===== config.mk =====
export PLATFORM = sky130hd
export DESIGN_NAME = lcd_host_agent
export DESIGN_NICKNAME = d
export VERILOG_FILES = /design/src/rtl/lcd_pkg.sv /design/src/rtl/lcd_cmd_fifo.sv /design/src/rtl/lcd_host_agent.sv
export SDC_FILE = /design/constraint.sdc
export NUM_CORES = 1
export LEC_CHECK = 0
export ABC_AREA = 1
export BUFFER_PORTS_ARGS = -buffer_cell sky130_fd_sc_hd__buf_4
export CAP_MARGIN = 5
export CORE_MARGIN = 8
export CORE_UTILIZATION = 47
export DETAILED_ROUTE_END_ITERATION = 10
export PLACE_DENSITY = 0.65
export SETUP_SLACK_MARGIN = 0.02
export SLEW_MARGIN = 20
export SYNTH_ARGS = -nofsm -noshare
export SYNTH_HDL_FRONTEND = slang
export SYNTH_SLANG_ARGS = --single-unit

===== constraint.sdc =====
create_clock -name clk -period 2.7 [get_ports clk]
set_input_delay 0.81 -clock clk [delete_from_list [all_inputs] [get_ports clk]]
set_output_delay 0.81 -clock clk [all_outputs]
set_load 0.01 [all_outputs]

===== src/rtl/lcd_pkg.sv =====
// Shared definitions for the LCD host agent: controller command codes,
// host FSM state encoding and image/checksum sizing constants.
package lcd_pkg;

  typedef enum logic [3:0] {
    CMD_WRITE = 4'd0,
    CMD_UP    = 4'd1,
    CMD_DOWN  = 4'd2,
    CMD_LEFT  = 4'd3,
    CMD_RIGHT = 4'd4,
    CMD_MAX   = 4'd5,
    CMD_MIN   = 4'd6,
    CMD_AVG   = 4'd7,
    CMD_CCW   = 4'd8,
    CMD_CW    = 4'd9,
    CMD_MIRX  = 4'd10,
    CMD_MIRY  = 4'd11
  } lcd_cmd_e;

  localparam logic [2:0] ST_LOAD    = 3'd0;
  localparam logic [2:0] ST_ISSUE   = 3'd1;
  localparam logic [2:0] ST_WAIT_HI = 3'd2;
  localparam logic [2:0] ST_WAIT_LO = 3'd3;
  localparam logic [2:0] ST_DRAIN   = 3'd4;
  localparam logic [2:0] ST_RESULT  = 3'd5;

  localparam int IMG_PIXELS = 64;
  localparam int CHK_W      = 14;

endpackage


===== src/rtl/lcd_cmd_fifo.sv =====
// Synchronous command queue with full/empty flags and a sticky overflow flag.
// A push while full is accepted only if a pop frees a slot in the same cycle.
module lcd_cmd_fifo #(
  parameter int W     = 4,
  parameter int DEPTH = 16
) (
  input  logic         clk,
  input  logic         reset,
  input  logic         push,
  input  logic [W-1:0] push_data,
  input  logic         pop,
  output logic [W-1:0] head,
  output logic         empty,
  output logic         full,
  output logic         ovf
);

  localparam int PW = $clog2(DEPTH);

  logic [PW:0]  wr_ptr_q, wr_ptr_d;
  logic [PW:0]  rd_ptr_q, rd_ptr_d;
  logic         ovf_q, ovf_d;
  logic         push_ok, pop_ok;
  logic [W-1:0] mem_q [DEPTH];

  // Extra pointer MSB distinguishes full from empty when the indices match.
  assign empty   = (wr_ptr_q == rd_ptr_q);
  assign full    = (wr_ptr_q[PW] != rd_ptr_q[PW]) &&
                   (wr_ptr_q[PW-1:0] == rd_ptr_q[PW-1:0]);
  assign pop_ok  = pop && !empty;
  assign push_ok = push && (!full || pop_ok);
  assign head    = mem_q[rd_ptr_q[PW-1:0]];
  assign ovf     = ovf_q;

  // NOTE: every always_comb output gets a default first so no latch is inferred.
  always_comb begin
    wr_ptr_d = wr_ptr_q;
    rd_ptr_d = rd_ptr_q;
    ovf_d    = ovf_q;
    if (push_ok)         wr_ptr_d = wr_ptr_q + 1'b1;
    if (pop_ok)          rd_ptr_d = rd_ptr_q + 1'b1;
    if (push && !push_ok) ovf_d   = 1'b1;
  end

  // NOTE: sequential state is updated with non-blocking assignments only.
  always_ff @(posedge clk or posedge reset) begin
    if (reset) begin
      wr_ptr_q <= '0;
      rd_ptr_q <= '0;
      ovf_q    <= 1'b0;
    end else begin
      wr_ptr_q <= wr_ptr_d;
      rd_ptr_q <= rd_ptr_d;
      ovf_q    <= ovf_d;
    end
  end

  // NOTE: storage arrays are deliberately not reset; the pointers define validity.
  always_ff @(posedge clk) begin
    if (push_ok) mem_q[wr_ptr_q[PW-1:0]] <= push_data;
  end

endmodule


===== src/rtl/lcd_host_agent.sv =====
// System-side agent for the 8x8 LCD image controller: image ROM responder,
// command issuer and write-back capture. Define LCD_HOST_ORDER_CHECK_EN to
// enable the write-back address order checker driving err.
module lcd_host_agent
  import lcd_pkg::*;
#(
  parameter int DW       = 8,
  parameter int AW       = 6,
  parameter int CQ_DEPTH = 16
) (
  input  logic             clk,
  input  logic             reset,
  input  logic             img_wr_en,
  input  logic [AW-1:0]    img_wr_addr,
  input  logic [DW-1:0]    img_wr_data,
  input  logic             cq_push,
  input  logic [3:0]       cq_data,
  output logic             cq_full,
  output logic             cq_ovf,
  input  logic             IROM_rd,
  input  logic [AW-1:0]    IROM_A,
  output logic [DW-1:0]    IROM_Q,
  output logic [3:0]       cmd,
  output logic             cmd_valid,
  input  logic             busy,
  input  logic             IRAM_valid,
  input  logic [AW-1:0]    IRAM_A,
  input  logic [DW-1:0]    IRAM_D,
  input  logic             done,
  input  logic [AW-1:0]    res_rd_addr,
  output logic [DW-1:0]    res_rd_data,
  output logic [CHK_W-1:0] checksum,
  output logic [6:0]       wr_count,
  output logic             result_valid,
  output logic             err
);

  localparam int         DEPTH    = 1 << AW;
  localparam logic [6:0] FULL_CNT = 7'(IMG_PIXELS);

  logic [DW-1:0]    img_q [DEPTH];
  logic [DW-1:0]    res_q [DEPTH];

  logic [2:0]       state_q, state_d;
  logic [3:0]       cmd_q, cmd_d;
  logic [CHK_W-1:0] checksum_q, checksum_d;
  logic [6:0]       wr_count_q, wr_count_d;
  logic             result_valid_q, result_valid_d;
  logic             res_we;
  logic             fire;
  logic [3:0]       cq_head;
  logic             cq_empty;

  // Old data is returned when a preload write hits the address being read.
  always_ff @(posedge clk) begin
    if (img_wr_en) img_q[img_wr_addr] <= img_wr_data;
  end

  assign IROM_Q = IROM_rd ? img_q[IROM_A] : '0;

  lcd_cmd_fifo #(
    .W     (4),
    .DEPTH (CQ_DEPTH)
  ) u_cmd_fifo (
    .clk       (clk),
    .reset     (reset),
    .push      (cq_push),
    .push_data (cq_data),
    .pop       (fire),
    .head      (cq_head),
    .empty     (cq_empty),
    .full      (cq_full),
    .ovf       (cq_ovf)
  );

  // Issue is qualified by the live busy input so cmd_valid never overlaps busy.
  assign fire      = (state_q == ST_ISSUE) && !cq_empty && !busy;
  assign cmd_valid = fire;
  assign cmd       = fire ? cq_head : cmd_q;

  always_comb begin
    state_d        = state_q;
    cmd_d          = cmd_q;
    checksum_d     = checksum_q;
    wr_count_d     = wr_count_q;
    result_valid_d = result_valid_q;
    res_we         = 1'b0;
    case (state_q)
      ST_LOAD:    if (!busy) state_d = ST_ISSUE;
      ST_ISSUE: begin
        if (fire) begin
          cmd_d   = cq_head;
          state_d = (cq_head == CMD_WRITE) ? ST_DRAIN : ST_WAIT_HI;
        end
      end
      ST_WAIT_HI: if (busy)  state_d = ST_WAIT_LO;
      ST_WAIT_LO: if (!busy) state_d = ST_ISSUE;
      ST_DRAIN: begin
        if (IRAM_valid) begin
          res_we     = 1'b1;
          checksum_d = checksum_q + CHK_W'(IRAM_D);
          wr_count_d = (wr_count_q == FULL_CNT) ? wr_count_q : wr_count_q + 7'd1;
        end
        if (done) begin
          state_d        = ST_RESULT;
          result_valid_d = 1'b1;
        end
      end
      ST_RESULT:  state_d = ST_RESULT;
      default:    state_d = ST_LOAD;
    endcase
  end

  always_ff @(posedge clk or posedge reset) begin
    if (reset) begin
      state_q        <= ST_LOAD;
      cmd_q          <= '0;
      checksum_q     <= '0;
      wr_count_q     <= '0;
      result_valid_q <= 1'b0;
    end else begin
      state_q        <= state_d;
      cmd_q          <= cmd_d;
      checksum_q     <= checksum_d;
      wr_count_q     <= wr_count_d;
      result_valid_q <= result_valid_d;
    end
  end

  always_ff @(posedge clk) begin
    if (res_we) res_q[IRAM_A] <= IRAM_D;
  end

  assign res_rd_data  = res_q[res_rd_addr];
  assign checksum     = checksum_q;
  assign wr_count     = wr_count_q;
  assign result_valid = result_valid_q;

`ifdef LCD_HOST_ORDER_CHECK_EN
  logic err_q, err_d;

  // The running capture count doubles as the expected next write-back address.
  always_comb begin
    err_d = err_q;
    if (state_q == ST_DRAIN) begin
      if (IRAM_valid && (7'(IRAM_A) != wr_count_q)) err_d = 1'b1;
      if (done && (wr_count_d != FULL_CNT))         err_d = 1'b1;
    end
  end

  always_ff @(posedge clk or posedge reset) begin
    if (reset) err_q <= 1'b0;
    else       err_q <= err_d;
  end

  assign err = err_q;
`else
  assign err = 1'b0;
`endif

endmodule


# == Yosys cells after proc, flatten, opt, wreduce, memory -nomap -nowiden ==
# Memory sizes are Yosys's and may differ from the RTL's.
# Index checks and enable logic that the tools add are counted.
# word_totals
latch_bits,0
rom_bits,0
elab_cells,63
out_inout_bits,46
mem_count,3
ram_bits,1088
ff_bits,40
# op_classes
bitwise_logic,1
mul,0
add_sub_neg,4
n_div,0
reduce_logical,18
mux,16
magnitude_cmp,0
shift,0
n_eq_ne,13
# mem_list
memory,depth,width,rd,rd_ports_with_merged_regs,wr,line,rtl
img_q,64,8,1,0,1,lcd_host_agent.sv:41,logic [DW-1:0] img_q [DEPTH];
res_q,64,8,1,0,1,lcd_host_agent.sv:42,logic [DW-1:0] res_q [DEPTH];
u_cmd_fifo.mem_q,16,4,1,0,1,lcd_cmd_fifo.sv:24,logic [W-1:0] mem_q [DEPTH];
# op_table
cell,count
3-bit two-way mux,5
3-bit case mux with 5 select lines,1
14-bit by 8-bit adder with 14-bit output,1
"5-bit by 1-bit adder with 5-bit output, second input constant",2
1-bit two-way mux,8
8-bit two-way mux,1
"7-bit by 1-bit adder with 7-bit output, second input constant",1
"7-bit == test, second input constant",1
"3-bit by 2-bit == test with 1-bit output, second input constant",2
"3-bit == test, second input constant",2
1-bit logical AND,6
"2-bit inequality test, second input constant",3
5-bit == test,1
4-bit == test,1
1-bit zero test,4
4-bit zero test,1
4-bit two-way mux,1
2-bit AND reduction,2
4-bit AND reduction,1
"3-bit by 1-bit == test with 1-bit output, second input constant",1
3-bit zero test,1
3-bit AND reduction,1
"2-bit by 1-bit inequality test with 1-bit output, second input constant",1
2-bit OR reduction,1
other kinds (3),3

# == Longest topological paths before layout ==
# Gate-level depths: netlist (run 1).
# logic_depth
word_depth,9
ltp_mapped,15
depth_no_buf,14

# == Modules after synthesis ==
# A second synthesis (run 1) with hierarchy kept.
# hier_totals
hier_cells,4081
hier_area_um2,47017.6
# modules_own_cells
module,instances,cells_per_inst,area_each_um2
lcd_host_agent,1,3757,43629.3
lcd_cmd_fifo,1,324,3388.2

# == Least setup slack after synthesis (run 1) ==
# No wires, ideal clock.
# synth_timing
path_type,input -> output
start,in IROM_A[0]
end,out IROM_Q[7]
required_time_ns,1.890
t_arrival_ns,1.974
path_buffers,3
path_stages,12
setup_slack_ns,-0.084
path_cell_list,buf_2 inv_2 buf_4 buf_2 nand2_1 nand3_1 nand3_1 nand2_1 nand2_1 nand3_1 nand3_1 a21oi_1
# synth_via
elab_chain_len,2
# synth_lines
item,line,rtl
"start, declared",lcd_host_agent.sv:21,"input logic [AW-1:0] IROM_A,"
memory read 64 x 8 bit,n/a,
8-bit two-way mux,lcd_host_agent.sv:59,assign IROM_Q = IROM_rd ? img_q[IROM_A] : '0;
"end, declared",lcd_host_agent.sv:22,"output logic [DW-1:0] IROM_Q,"
# No other way between the ends.

# == Worst setup path after layout (run 1) ==
# Same ends and word-level chain as after synthesis.

==> results_dict.tcl, run 1 <==
set metrics [dict create \
    status "finished with violations" \
    violations "setup timing" \
    cp_slowest_cell "o211ai_1" \
    wire_per_inst_um 22.5 \
    end_kind "output port" \
    ys.flop_type "edfxtp_1" \
    max_freq_ghz 0.318 \
    synth.avg_cell_area_sq_um 11.6 \
    max_slew_margin 0.434 \
    setup_viol 22 \
    async_flop_share 0.0355 \
    vias_per_cell 5.66 \
    drv_cap 0 \
    slowest_delay_ns 0.22 \
    h-tree-depth 3 \
    firstDrtPassIters 6 \
    cp_max_fo 9 \
    finalMaxSlewViolations 0 \
    die_h_um 330 \
    crit_buf_inv 5 \
    syn2layout_area_growth_pct 26.0 \
    ant_nets 0 \
    p_clk_frac 0.366 \
    holdCritPathClass "input port to async pin" \
    critPathRequiredTime_ns 1.89 \
    fin_crit_ns 3.14 \
    vdd_drop_max_uv 561 \
    fill_cells 7526 \
    layout.cells.non_filler 5815 \
    path_class "input port to output port" \
    gp_congestion 0.873 \
    synth_nets 4061 \
    drtIter0Drc 3802 \
    pwr-share-seq 0.479 \
    clk_pin_slew_ns 0.06 \
    grt_pass1_vias 31300 \
    p_int_mw 30.7 \
    finalNetCount 4499 \
    tightest_slew_ns 0.849 \
    syn_inst 3993 \
    p_per_area_mw_per_mm2 707 \
    routed_wl_um 131000 \
    grt-ovfl-total 0 \
    vias 32900 \
    dieArea_sq_mm 0.109 \
    die_w_um 330 \
    finalCritPeriodShare 1.16 \
    critPathLaunchType "input port" \
    clock_path_buffers 3 \
    antenna_found_initial 3 \
    initial_utilization 0.474 \
    yosys.cell_types.count 37 \
    p_sw_frac 0.258 \
    synth_area_sq_mm 0.0465 \
    finalSetupTns_ns -8.60 \
    regToRegStartpoint "u_cmd_fifo.rd_ptr_q[0]" \
    synthTopCellsByCount "1088 x edfxtp_1, 1053 x nand2_1, 531 x nand3_1" \
    cts_inserted_buffers 111 \
    fin_hold_ws_ns 0.230 \
    core_sq_mm 0.0981 \
    synth_seq_area_share 0.725 \
    crit_path_start "IROM_A[0]" \
    p_comb_frac 0.155 \
    yosys_warnings 0 \
    cts_root_buffer "clkbuf_16" \
    dp.cells 5486 \
    io_pins 98 \
    drc 0 \
    synth_top_cells_by_area "edfxtp_1 70%, nand2_1 8.5%, nand3_1 5.7%, nor2_1 3.5%, o21ai_0 2.8%" \
    path_delay_family "buffers and inverters" \
    dpl.hpwl_um 74300 \
    grt_max_degree 65 \
    finalHoldViolCount 0 \
    hold_buffers 0 \
    grt_pass1_wl_um 191000 \
    clock_sinks 1128 \
    skew_ns 0.0411 \
    setup_slack_ns -0.440 \
    cts_tree "yes" \
    layout-drive-gt1-share 0.225 \
    io_buffer_count 96 \
    track_usage 0.228 \
    synth_top_area_frac 0.703 \
    synth_top_area_cell "edfxtp_1" \
    final_core_util 0.596 \
    cp.arrival_ns 2.33 \
    yosysMostFrequentCell "edfxtp_1" \
    power.leakage_nw 21.7 \
    rsz0062_at_grt "true" \
    switchingPower_mw 10.7 \
    rows 115 \
    synth_edf_count 1088 \
    clock_latency_ns 0.71 \
    path_cells "clkbuf_16 > clkinv_16 > buf_12 > clkbuf_16 > nand2_2 > nand3_2 > nand3_2 > nand2_2 > nand2_1 > nand2_1 > o211ai_1 > a21oi_2 > buf_4" \
    synth_seq_cells 1128 \
]
## path summary, 6_finish.rpt
path / to / slack [ns] / cells after the start
worst max-delay path: IROM_Q[7] / -0.44 / 13
worst min-delay path: checksum[1] / 0.23 / 3
worst max register to register: u_cmd_fifo.mem_q[14][1] / 0.33 / 13
worst min register to register: checksum[13] / 0.48 / 1
max in group asynchronous: u_cmd_fifo.wr_ptr_q[2] / 2.04 / 3
min in group clk: u_cmd_fifo.ovf / 0.36 / 2
## through the flow
stage          cell area [sq um]  setup slack [ns]  power, mW
6_report                   58500            -0.440       41.4
4_1_cts                    57000            -0.480       40.8
3_3_place_gp               51000            -0.576       24.9
3_5_place_dp               51000            -0.564       24.9
5_1_grt                    58500            -0.510       42.8
2_1_floorplan              46700            0.0113       23.0
## placed cells by master, fill, tap and decap left out, types with 83 or more instances in the layout
master and count:
o21ai_0 170, clkbuf_16 129, o22ai_1 115, nand3_1 420, nand2_1 959, nor2_1 420, edfxtp_1 1088, nand2_2 92
nand3_2 101, buf_4 362, o21ai_1 83
## power by group through the flow
stage / logic (mW) / registers (mW) / clock network [mW]
detailed placement: 4.76 / 20.2 / 0
global placement: 4.71 / 20.2 / 0
finish: 6.42 / 19.8 / 15.2
floorplan: 2.82 / 20.2 / 0
CTS: 5.69 / 19.8 / 15.3
global route: 6.95 / 19.8 / 16.0
## kinds of logic (layout without fill, tap and decap cells)
logic type | count (synthesis) | after routing | share of synthesized area
other | 1 | 4 | 0.0000807
buffers and inverters | 329 | 861 | 0.0319
AOI/OAI and AO/OA | 452 | 452 | 0.0533
xor gates and xnor gates | 29 | 29 | 0.00547
DFF | 1128 | 1128 | 0.725
adders and majority gates | 16 | 16 | 0.00447
and+or+nand+nor | 2038 | 2038 | 0.180
## registers in the layout (all words and copies together), names as in the netlist
signal,flops
checksum,14
cmd_q,4
img_q,512
res_q,512
result_valid,1
state_q,3
u_cmd_fifo.mem_q,64
u_cmd_fifo.ovf,1
u_cmd_fifo.rd_ptr_q,5
u_cmd_fifo.wr_ptr_q,5
wr_count,7
## worst reg2reg max path, delay by kind of cell, from the launching register on
kind	cells	cell delay [ns]
flops	1	0.41
simple gates	7	0.87
compound gates	1	0.07
buf+inv	5	0.67
## final cells by class
cell class                 count  area [sq um]  share of cell area
sequential                  1128         33700               0.575
tap                         1287          1610              0.0275
antenna                        3          7.51            0.000128
timing repair inverter         5          96.3             0.00165
multi-input combinational   2536         12600               0.215
clock inverter                66           646              0.0110
timing repair buffer         551          6540               0.112
clock buffer                 141          2910              0.0497
inverter                      98           464             0.00793
## routing by layer
layer,GRT usage,part of all wire,up-vias
li1,-,-,15000
met1,0.317,0.41,16100
met2,0.366,0.48,1515
met3,0.0380,0.083,250
met4,0.0768,0.032,0
met5,0,0,-
## what timing repair did
action                                  in CTS  in global routing
pin swaps                                   89                138
setup buffers                               33                 22
cloned                                      41                 24
endpoints found under the hold margin        0                  0
gates resized for setup                    286                280
endpoints found under the setup margin      22                 22
Note: power is estimated with default switching activity, not from simulation.
==> run 2, diff against run 1 <==
==> constraint.sdc (replaced) <==
create_clock -name clk -period 2.7 [get_ports clk]
set_input_delay 0 -clock clk [delete_from_list [all_inputs] [get_ports clk]]
set_output_delay 0 -clock clk [all_outputs]
set_load 0.01 [all_outputs]
==> run 2 against run 1 <==
  * The run now ends clean
  * Design area fell by 9.2%
  * Sequential share of layout area rose by 5.8 points
  * Global-route usage decreased by 1.6 points
  * Count of clock-buffer cells in the layout grew 2
  * Critical path depth fell by 5
  * Setup slack gained 0.58 ns
  * Worst hold slack worse by 0.18 ns
  * Non-clock buffer count down 270
  * Critical endpoint is now checksum[7]
  * Highest routed layer is now met5
==> results_dict.tcl, run 2 (synthesized netlist as in run 1, its figures left out) <==
set metrics [dict create \
    status "finished, final reports clean" \
    dp.cells 5281 \
    track_usage 0.212 \
    firstDrtPassIters 5 \
    die_h_um 330 \
    dpl.hpwl_um 69400 \
    finalMaxSlewViolations 0 \
    routed_wl_um 118000 \
    vias 30900 \
    path_class "flip-flop to flip-flop" \
    max_freq_ghz 0.391 \
    finalNetCount 4228 \
    clock_latency_ns 0.71 \
    final_common_cell "edfxtp_1" \
    diodes 0 \
    gr-usage-met1 0.299 \
    layout-drive-gt1-share 0.102 \
    vias_per_cell 5.58 \
    holdCritPathClass "input port to flip-flop" \
    ant_nets 0 \
    core_sq_mm 0.0981 \
    cts_root_buffer "clkbuf_16" \
    rows 115 \
    end_kind "flip-flop" \
    layout.cells.non_filler 5537 \
    dieArea_sq_mm 0.109 \
    antenna_found_initial 2 \
    skew_ns 0.0310 \
    grt_pass1_wl_um 179000 \
    syn2layout_area_growth_pct 14.4 \
    busiest_layer "met2" \
    initial_utilization 0.474 \
    vdd_drop_max_uv 564 \
    fill_cells 8219 \
    clock_path_buffers 3 \
    cp_max_fo 5 \
    finalCritPeriodShare 0.948 \
    drv_cap 0 \
    wire_per_inst_um 21.4 \
    h-tree-depth 3 \
    use_met3 0.0335 \
    critPathLaunchType "flip-flop" \
    clock_sinks 1128 \
    max_slew_margin 0.362 \
    grt_max_degree 129 \
    grt_pass1_vias 29800 \
    critPathRequiredTime_ns 3.30 \
    clk_pin_slew_ns 0.07 \
    gp_congestion 0.884 \
    cp.arrival_ns 3.16 \
    grt-ovfl-total 0 \
    die_w_um 330 \
    p_per_area_mw_per_mm2 754 \
    grtUsageMet2 0.339 \
    cts_tree "yes" \
    drc 0 \
    setup_viol 0 \
    cts_inserted_buffers 114 \
    io_buffer_count 96 \
    power.leakage_nw 19.1 \
    layout_common_cells "1088 x edfxtp_1, 1053 x nand2_1, 531 x nand3_1" \
    finalHoldViolCount 0 \
    fin_crit_ns 2.56 \
    io_pins 98 \
    tightest_slew_ns 0.951 \
    finalSetupTns_ns 0 \
    drtIter0Drc 3400 \
]
==> run 2: final timing paths <==
| check | startpoint | endpoint | slack (ns) | cells after the start |
|---|---|---|---|---|
| max | checksum[4] | checksum[7] | 0.14 | 8 |
| min | img_wr_en | img_q[53][6] | 0.05 | 4 |
| max reg2reg | checksum[4] | checksum[7] | 0.14 | 8 |
| min reg2reg | checksum[13] | checksum[13] | 0.49 | 1 |
| max in group asynchronous | reset | wr_count[0] | 1.41 | 5 |
| min in group asynchronous | reset | checksum[10] | 0.53 | 4 |
==> run 2: cell type report <==
class | instances | area (sq um) | share of cell area
clock buffer | 143 | 3040 | 0.0573
clock inverter | 63 | 614 | 0.0116
inverter | 98 | 394 | 0.00741
multi-input combinational | 2536 | 11400 | 0.214
sequential | 1128 | 33700 | 0.633
tap | 1287 | 1610 | 0.0303
timing repair buffer | 281 | 2430 | 0.0457
timing repair inverter | 1 | 7.51 | 0.000141
==> run 2: through the flow <==
step | total power, mW | setup WS (ns) | hold WS [ns] | util | instance area, sq um
2_1_floorplan | 22.9 | 0.710 | 0.0989 | - | 46500
3_3_place_gp | 24.6 | 0.328 | 0.132 | 0.499 | 48900
3_5_place_dp | 24.6 | 0.292 | 0.137 | 0.499 | 48900
4_1_cts | 40.1 | 0.00481 | 0.00214 | 0.540 | 53000
5_1_grt | 41.5 | -0.0365 | 0.0298 | 0.542 | 53200
6_report | 40.1 | 0.140 | 0.0520 | 0.542 | 53200
==> run 2: worst max-delay path: stages (launching register included) <==
cell,delay [ns]
dfrtp_1,0.45
ha_4,0.27
a21o_1,0.19
nand2_1,0.06
nand3_1,0.12
xnor2_1,0.18
dlygate4sd3_1,0.56
o21ai_0,0.06
dlygate4sd3_1,0.56
==> run 2: power breakdown <==
part / internal (mW) / total (mW) / switching, mW
clock: 8.84 / 15.4 / 6.58
combinational: 1.65 / 4.81 / 3.16
sequential: 19.6 / 19.9 / 0.298
==> run 2: what timing repair did <==
item | 4_1_cts | 5_1_grt
hold buffers | 41 | 0
setup buffers | 1 | 7
cloned | 0 | 1
gates resized for setup | 2 | 16
endpoints found under the setup margin | 2 | 6
hold endpoints to repair | 833 | 0
pin swaps | 0 | 3
==> run 2: metal layers <==
metal  vias to the layer above  wire length, um
li1                      14400                -
met1                     14900            50200
met2                      1303            55600
met3                       218             9130
met4                         4             3320
met5                         -               27
